<file path="src/rtl/mic_filter_pkg.sv">
// Shared definitions for the microphone filter: control word layout, FSM states,
// and the saturation range test used by the gain stage.
package mic_filter_pkg;

    localparam int CNTL_EN     = 0;
    localparam int CNTL_CLR    = 1;
    localparam int CNTL_L_LSB  = 2;
    localparam int CNTL_L_W    = 3;
    localparam int CNTL_G_LSB  = 5;
    localparam int CNTL_G_W    = 4;
    localparam int CNTL_MUTE   = 9;
    localparam int CNTL_USED_W = 10;

    typedef enum logic {
        FLUSH,
        RUN
    } state_t;

    // True when v is representable as a w-bit two's complement number.
    function automatic logic fits_signed(input logic signed [63:0] v, input int w);
        logic signed [63:0] hi;
        logic signed [63:0] lo;
        hi = (64'sd1 <<< (w - 1)) - 64'sd1;
        lo = -(64'sd1 <<< (w - 1));
        return (v >= lo) && (v <= hi);
    endfunction

endpackage

</file>
<file path="src/rtl/mic_filter_if.sv">
// Sample stream bundle: upstream valid/ready input and downstream valid/ready output.
interface mic_filter_if #(
    parameter int DATA_W = 16
);
    logic signed [DATA_W-1:0] in_data;
    logic                     in_valid;
    logic                     in_ready;
    logic signed [DATA_W-1:0] out_data;
    logic                     out_valid;
    logic                     out_ready;

    modport master (
        output in_data, in_valid, out_ready,
        input  in_ready, out_data, out_valid
    );

    modport slave (
        input  in_data, in_valid, out_ready,
        output in_ready, out_data, out_valid
    );
endinterface

</file>
<file path="src/rtl/mic_filter_sat_shift.sv">
// Gain stage: left-shifts the window average by G and saturates back to the
// sample width, flagging when saturation changed the value.
module mic_filter_sat_shift
    import mic_filter_pkg::*;
#(
    parameter int DATA_W = 16
) (
    input  logic signed [DATA_W-1:0] avg,
    input  logic [CNTL_G_W-1:0]      gain,
    output logic signed [DATA_W-1:0] result,
    output logic                     clip
);
    localparam int WIDE_W = DATA_W + 15;
    localparam logic signed [DATA_W-1:0] SAT_MAX = {1'b0, {(DATA_W-1){1'b1}}};
    localparam logic signed [DATA_W-1:0] SAT_MIN = {1'b1, {(DATA_W-1){1'b0}}};

    logic signed [WIDE_W-1:0] wide;

    assign wide   = $signed({{15{avg[DATA_W-1]}}, avg}) <<< gain;
    assign clip   = !fits_signed(64'(wide), DATA_W);
    assign result = clip ? (wide[WIDE_W-1] ? SAT_MIN : SAT_MAX) : wide[DATA_W-1:0];
endmodule

</file>
<file path="src/rtl/mic_filter_core.sv">
// Streaming moving-average filter with gain, saturation, mute and bypass.
//   state | meaning
//   FLUSH | one or more cycles clearing history/sum/wr_ptr; input stalled
//   RUN   | accepting samples, one per clock
module mic_filter_core
    import mic_filter_pkg::*;
#(
    parameter int DATA_W   = 16,
    parameter int MAX_LOG2 = 4,
    parameter int CNT_W    = 16
) (
    input  logic             clk,
    input  logic             reset_n,
    input  logic [31:0]      cntl,
    mic_filter_if.slave      bus,
    output logic [CNT_W-1:0] clip_count,
    output logic             flushing
);
    localparam int DEPTH = 2 ** MAX_LOG2;
    localparam int SUM_W = DATA_W + MAX_LOG2;

    state_t                   state;
    logic [CNTL_USED_W-1:0]   cntl_q;
    logic                     en_prev;
    logic [CNTL_L_W-1:0]      l_prev;
    logic [CNTL_L_W-1:0]      l_raw;
    logic [CNTL_L_W-1:0]      l_eff;
    logic signed [DATA_W-1:0] history [DEPTH];
    logic signed [SUM_W-1:0]  sum;
    logic signed [SUM_W-1:0]  sum_n;
    logic [MAX_LOG2-1:0]      wr_ptr;
    logic [MAX_LOG2-1:0]      rd_ptr;
    logic [MAX_LOG2:0]        win;
    logic signed [DATA_W-1:0] avg;
    logic signed [DATA_W-1:0] sat_out;
    logic signed [DATA_W-1:0] result;
    logic                     clip;
    logic                     accept;
    logic                     en;
    logic                     clr;
    logic                     mute;
    logic                     restart;
    logic                     unused_cntl;

    assign unused_cntl = ^cntl[31:CNTL_USED_W];

    assign en    = cntl_q[CNTL_EN];
    assign clr   = cntl_q[CNTL_CLR];
    assign mute  = cntl_q[CNTL_MUTE];
    assign l_raw = cntl_q[CNTL_L_LSB +: CNTL_L_W];
    assign l_eff = (int'(l_raw) > MAX_LOG2) ? CNTL_L_W'(MAX_LOG2) : l_raw;

    // Full-depth window wraps to wr_ptr itself: the slot about to be overwritten.
    assign win    = (MAX_LOG2+1)'(1) << l_eff;
    assign rd_ptr = MAX_LOG2'({1'b0, wr_ptr} - win);
    assign sum_n  = sum + SUM_W'(bus.in_data) - SUM_W'(history[rd_ptr]);
    assign avg    = DATA_W'(sum_n >>> l_eff);

    mic_filter_sat_shift #(.DATA_W(DATA_W)) u_sat (
        .avg    (avg),
        .gain   (cntl_q[CNTL_G_LSB +: CNTL_G_W]),
        .result (sat_out),
        .clip   (clip)
    );

    assign result       = mute ? '0 : (en ? sat_out : bus.in_data);
    assign bus.in_ready = (state == RUN) && (!bus.out_valid || bus.out_ready);
    assign accept       = bus.in_valid && bus.in_ready;
    assign restart      = clr || (l_eff != l_prev) || (en && !en_prev);
    assign flushing     = (state == FLUSH);

    always_ff @(posedge clk or negedge reset_n) begin
        if (!reset_n) begin
            state         <= FLUSH;
            cntl_q        <= '0;
            en_prev       <= 1'b0;
            l_prev        <= '0;
            sum           <= '0;
            wr_ptr        <= '0;
            bus.out_valid <= 1'b0;
            bus.out_data  <= '0;
            clip_count    <= '0;
            for (int i = 0; i < DEPTH; i++) history[i] <= '0;
        end else begin
            cntl_q  <= cntl[CNTL_USED_W-1:0];
            en_prev <= en;
            l_prev  <= l_eff;

            case (state)
                FLUSH: begin
                    for (int i = 0; i < DEPTH; i++) history[i] <= '0;
                    sum    <= '0;
                    wr_ptr <= '0;
                    if (!clr) state <= RUN;
                end
                RUN: begin
                    if (restart) state <= FLUSH;
                    if (accept && en) begin
                        history[wr_ptr] <= bus.in_data;
                        sum             <= sum_n;
                        wr_ptr          <= wr_ptr + MAX_LOG2'(1);
                    end
                end
                default: state <= FLUSH;
            endcase

            // Output register is independent of FLUSH so a pending sample survives it.
            if (accept) begin
                bus.out_data  <= result;
                bus.out_valid <= 1'b1;
                if (en && clip && !(&clip_count)) clip_count <= clip_count + CNT_W'(1);
            end else if (bus.out_ready) begin
                bus.out_valid <= 1'b0;
            end
        end
    end
endmodule

</file>
<file path="src/flat_wrapper.sv">
// flat-port wrapper written by rule: the top's interface ports become plain ports
module mic_filter_core_flat import mic_filter_pkg::*;
#(
    parameter int DATA_W   = 16,
    parameter int MAX_LOG2 = 4,
    parameter int CNT_W    = 16
)
  (clk, reset_n, cntl, clip_count, flushing, bus_in_data, bus_in_valid, bus_out_ready, bus_in_ready, bus_out_data, bus_out_valid);
  mic_filter_if #(.DATA_W(DATA_W)) bus_i ();
  input  logic clk;
  input  logic reset_n;
  input  logic [31:0] cntl;
  output logic [CNT_W-1:0] clip_count;
  output logic flushing;
  input wire logic [$bits(bus_i.in_data)-1:0] bus_in_data;
  input wire logic [$bits(bus_i.in_valid)-1:0] bus_in_valid;
  input wire logic [$bits(bus_i.out_ready)-1:0] bus_out_ready;
  output wire logic [$bits(bus_i.in_ready)-1:0] bus_in_ready;
  output wire logic [$bits(bus_i.out_data)-1:0] bus_out_data;
  output wire logic [$bits(bus_i.out_valid)-1:0] bus_out_valid;
  assign bus_i.in_data = bus_in_data;
  assign bus_i.in_valid = bus_in_valid;
  assign bus_i.out_ready = bus_out_ready;
  assign bus_in_ready = bus_i.in_ready;
  assign bus_out_data = bus_i.out_data;
  assign bus_out_valid = bus_i.out_valid;
  mic_filter_core #(.DATA_W(DATA_W), .MAX_LOG2(MAX_LOG2), .CNT_W(CNT_W)) u_core (.clk(clk), .reset_n(reset_n), .cntl(cntl), .bus(bus_i), .clip_count(clip_count), .flushing(flushing));
endmodule
</file>
<file path="config.mk">
export PLATFORM = sky130hd
export DESIGN_NAME = mic_filter_core_flat
export DESIGN_NICKNAME = d
export VERILOG_FILES = /design/src/rtl/mic_filter_pkg.sv /design/src/rtl/mic_filter_if.sv /design/src/rtl/mic_filter_sat_shift.sv /design/src/rtl/mic_filter_core.sv /design/src/flat_wrapper.sv
export SDC_FILE = /design/constraint.sdc
export NUM_CORES = 1
export LEC_CHECK = 0
export CAP_MARGIN = 20
export CORE_MARGIN = 1.5
export CORE_UTILIZATION = 43
export CTS_CLUSTER_DIAMETER = 40
export DETAILED_ROUTE_END_ITERATION = 8
export GPL_ROUTABILITY_DRIVEN = 0
export PLACE_DENSITY = 0.67
export SETUP_SLACK_MARGIN = 0.1
export SLEW_MARGIN = 40
export SYNTH_ARGS = -nofsm -noshare
export SYNTH_HDL_FRONTEND = slang
export SYNTH_HIERARCHICAL = 1
export SYNTH_SLANG_ARGS = --single-unit
</file>
<file path="constraint.sdc">
create_clock -name clk -period 9.7 [get_ports clk]
set_clock_uncertainty 0.1 [all_clocks]
set_input_delay 1.94 -clock clk [delete_from_list [all_inputs] [get_ports clk]]
set_output_delay 1.94 -clock clk [all_outputs]
set_load 0.02 [all_outputs]
</file>
==> results.md <==
* Insertion delay to the later sink of the worst-skew pair at 0.58 ns
* Status: complete, no violations
* Total chip power at 4.092 mW
* Worst-path maximum fanout at 14
* Crit. Startpoint: u_core/cntl_q[3]
* Dominant synthesized flop cell: dfrtp_1
* Critical Path Max Stage Delay at 0.82 ns
* I/O Buffers at 64
* Worst-Margin Slew at 0.8803 ns
* DIE AREA at 0.04441 sq mm
* Max-Cap Viols at 0
* Post-DP HPWL at 34,970 um
* Seq cells post-synth at 328
* Die width at 210.7 um
* # nets final at 2,136
* Area growth syn-to-layout at 15.20%
* Critical path type: reg -> reg
* First-pass GRT wire length at 86,220 um
* CTS root buffer: clkbuf_16
* Syn Std Cell Area at 0.01856 sq mm
* Clk slew on worst S/H paths at 0.05 ns
* Filler cells at 3,781
* R2r setup slk at 0.58 ns
* Final slew viol count at 0
* Via count at 15,300
* Hold Path Class: reg -> reg
* Peak Freq at 109.7 MHz
* Placeable Area at 0.04223 sq mm
* CP Launch Type: flip-flop
* Critical Path AT at 9.47 ns
* Min-Delay Path Depth at 1
* CTS tree: yes
* IO Pins at 87
* DR vias/cell at 5.878
* Data required, critical path at 10.06 ns
* VDD IR-drop max at 0.1207 mV
* # setup viols final at 0
* N_diodes at 0
* Fraction of layout cells with a size suffix above 1 at 12.74%
* Die Y-Extent at 210.7 um
* DRC violations left at 0
* Post-route clock period utilization at 93.98%
* Post-Syn Nets at 2,123
* Avg Cell Area, Syn at 9.178 sq um
* Clock tree buffer depth at 3
* Post-Synthesis Cells at 2,022
* RSZ-0062 raised after global routing: false
* Worst Hold Launch: u_core/cntl_q[1]
* Hold-fix buffers, CTS at 0
* CTS buffer count at 46
* R2R Path End: u_core/clip_count[10]
* Slowest-stage cell, CP: fa_4
* Routed WL at 54,530 um
* Fin util at 50.63%
* Vias in the first global route at 15,280
* Post-CTS setup buffers at 0
* Leakage power total at 8.592 nW
* All-Layer GR Usage at 24.90%
* WL/cell at 20.95 um
* Rows at 75
* Starting DRT DRC Count at 1,724
* Final hold slack at 0.3163 ns
* Cts repair resizes at 0
* Post-synth EDFFs at 0
* PwrDens at 191.4 mW/mm^2
* Global route total overflow at 0
* Cell mode on critical path: inv_1
* Rel. slew slack at 41.31%
* Sequential area share after synthesis at 44.23%
* Setup tns final at 0 ns
* Fin cells at 2,603
* Initial Utilization at 43.95%
* Asr flop ratio synth at 100.0%
* Htree depth at 2
* CP Capture Type: flip-flop
* Sink Count at 328
* Routed Antenna Nets at 0
* 1st-pass router iterations at 5
* Initial antenna violation count at 0
* Largest net degree at the start of global routing at 104
* Worst Reg-to-Reg Cells at 35
* Fin crit period at 9.116 ns
* Reg-to-Reg Start: u_core/cntl_q[3]
* Synth unique cells at 75
* Syn. warnings at 6
* Hold Vio Cnt, Final at 0
* Placed cell count at 2,525
* Hold Path End: u_core/state
## cells in the final DEF (no fill, tap or decap), types with 38 or more instances in the layout
cell / instances
nand2_1: 596
buf_4: 49
clkbuf_16: 47
nand3_1: 48
clkdlybuf4s50_1: 63
a21oi_1: 312
nor2_1: 70
mux4_2: 77
inv_1: 38
dfrtp_1: 325
mux2i_1: 54
o21ai_0: 47
## worst max path at each step
stage | endpoint | slack (ns) | cells past startpoint
floorplan | u_core/clip_count[15] | 1.88 | 34
global placement | u_core/clip_count[15] | 0.82 | 35
detailed placement | u_core/clip_count[15] | 0.73 | 35
CTS | u_core/clip_count[10] | 0.73 | 35
global route | u_core/clip_count[15] | 0.13 | 35
finish | u_core/clip_count[10] | 0.58 | 35
## cells by family after synthesis
group           after synthesis  share of synthesized area (%)
simple gates                791                          17.39
compound gates              462                          14.19
flops                       328                          44.23
fa+ha+maj                    49                          4.113
mux                         152                          13.69
xor+xnor                     43                          2.029
buf+inv                     197                          4.362
## per-layer routing
layer  part of all wire (%)  global-route usage [%]  up-vias  routed length (um)
met1                     41                   32.90     7572               22110
met2                     48                   40.37      611               25930
met5                      0                       0        -                   0
met4                    3.7                   9.187        0                2021
met3                    8.2                   5.412      129                4468
li1                       -                       -     6988                   -
## layout make-up
type | instances | area, sq um | share of cell area [%]
multi-input cells | 1497 | 9644 | 45.11
flip-flops and latches | 328 | 8212 | 38.41
clock buffers | 55 | 1256 | 5.876
repair buffers | 122 | 1174 | 5.490
well taps | 539 | 674.4 | 3.155
clock inverters | 22 | 260.3 | 1.217
inverters | 40 | 157.7 | 0.7374
## report_power, final
group	internal (mW)	leakage, nW	switching [mW]
registers	1.41	4.52	0.0356
logic	0.377	3.33	0.597
clock network	1.03	0.737	0.645
## state kept, by name, indices dropped and copies added (netlist names)
register / flops
u_core/history: 256
u_core/cntl_q: 10
u_core/sum: 20
u_core/wr_ptr: 4
u_core/bus.out_valid: 1
u_core/en_prev: 1
u_core/clip_count: 16
u_core/l_prev: 3
u_core/bus.out_data: 16
u_core/state: 1
## critical path: cells and delay by family (launching register included)
family	cells	cell delay, ns
AOI/OAI and AO/OA	12	3.16
and+or+nand+nor	10	1.85
adders and majority gates	5	1.85
muxes	2	0.96
buffers and inverters	5	0.52
DFF	1	0.40
xor gates and xnor gates	1	0.15
## cells in the mapped netlist, drive strengths merged (3+ instances only)
library cell  number  area share [%]
nand2            596              12
dfrtp            328              44
a21oi            313             8.5
clkbuf           118             2.4
mux4              79             9.6
nor2              72             1.5
o21ai             55             1.5
mux2i             54             2.9
nand3             51             1.4
buf               39             1.2
inv               39            0.79
ha                29             2.0
xnor2             25             1.2
fa                20             2.2
o31ai             20            0.81
mux2              19             1.2
nand2b            18            0.65
xor2              18            0.85
nor3              13            0.38
a211oi            12            0.51
nand4              9            0.30
nor2b              9            0.30
a21o               7            0.28
o22ai              7            0.24
or2                7            0.25
and2               6            0.20
o211ai             6            0.24
o21bai             4            0.16
a21boi             3            0.12
a22oi              3            0.12
nor4               3            0.10
o21a               3            0.12
o221ai             3            0.14
o311ai             3            0.18
o41ai              3            0.18
## stage by stage
step | setup WS (ns) | instance area (sq um)
2_1_floorplan | 1.878 | 18560
3_3_place_gp | 0.8172 | 19720
3_5_place_dp | 0.7261 | 19810
4_1_cts | 0.7287 | 21330
5_1_grt | 0.1271 | 21380
6_report | 0.5835 | 21380
Note: power is estimated with default switching activity, not from simulation.
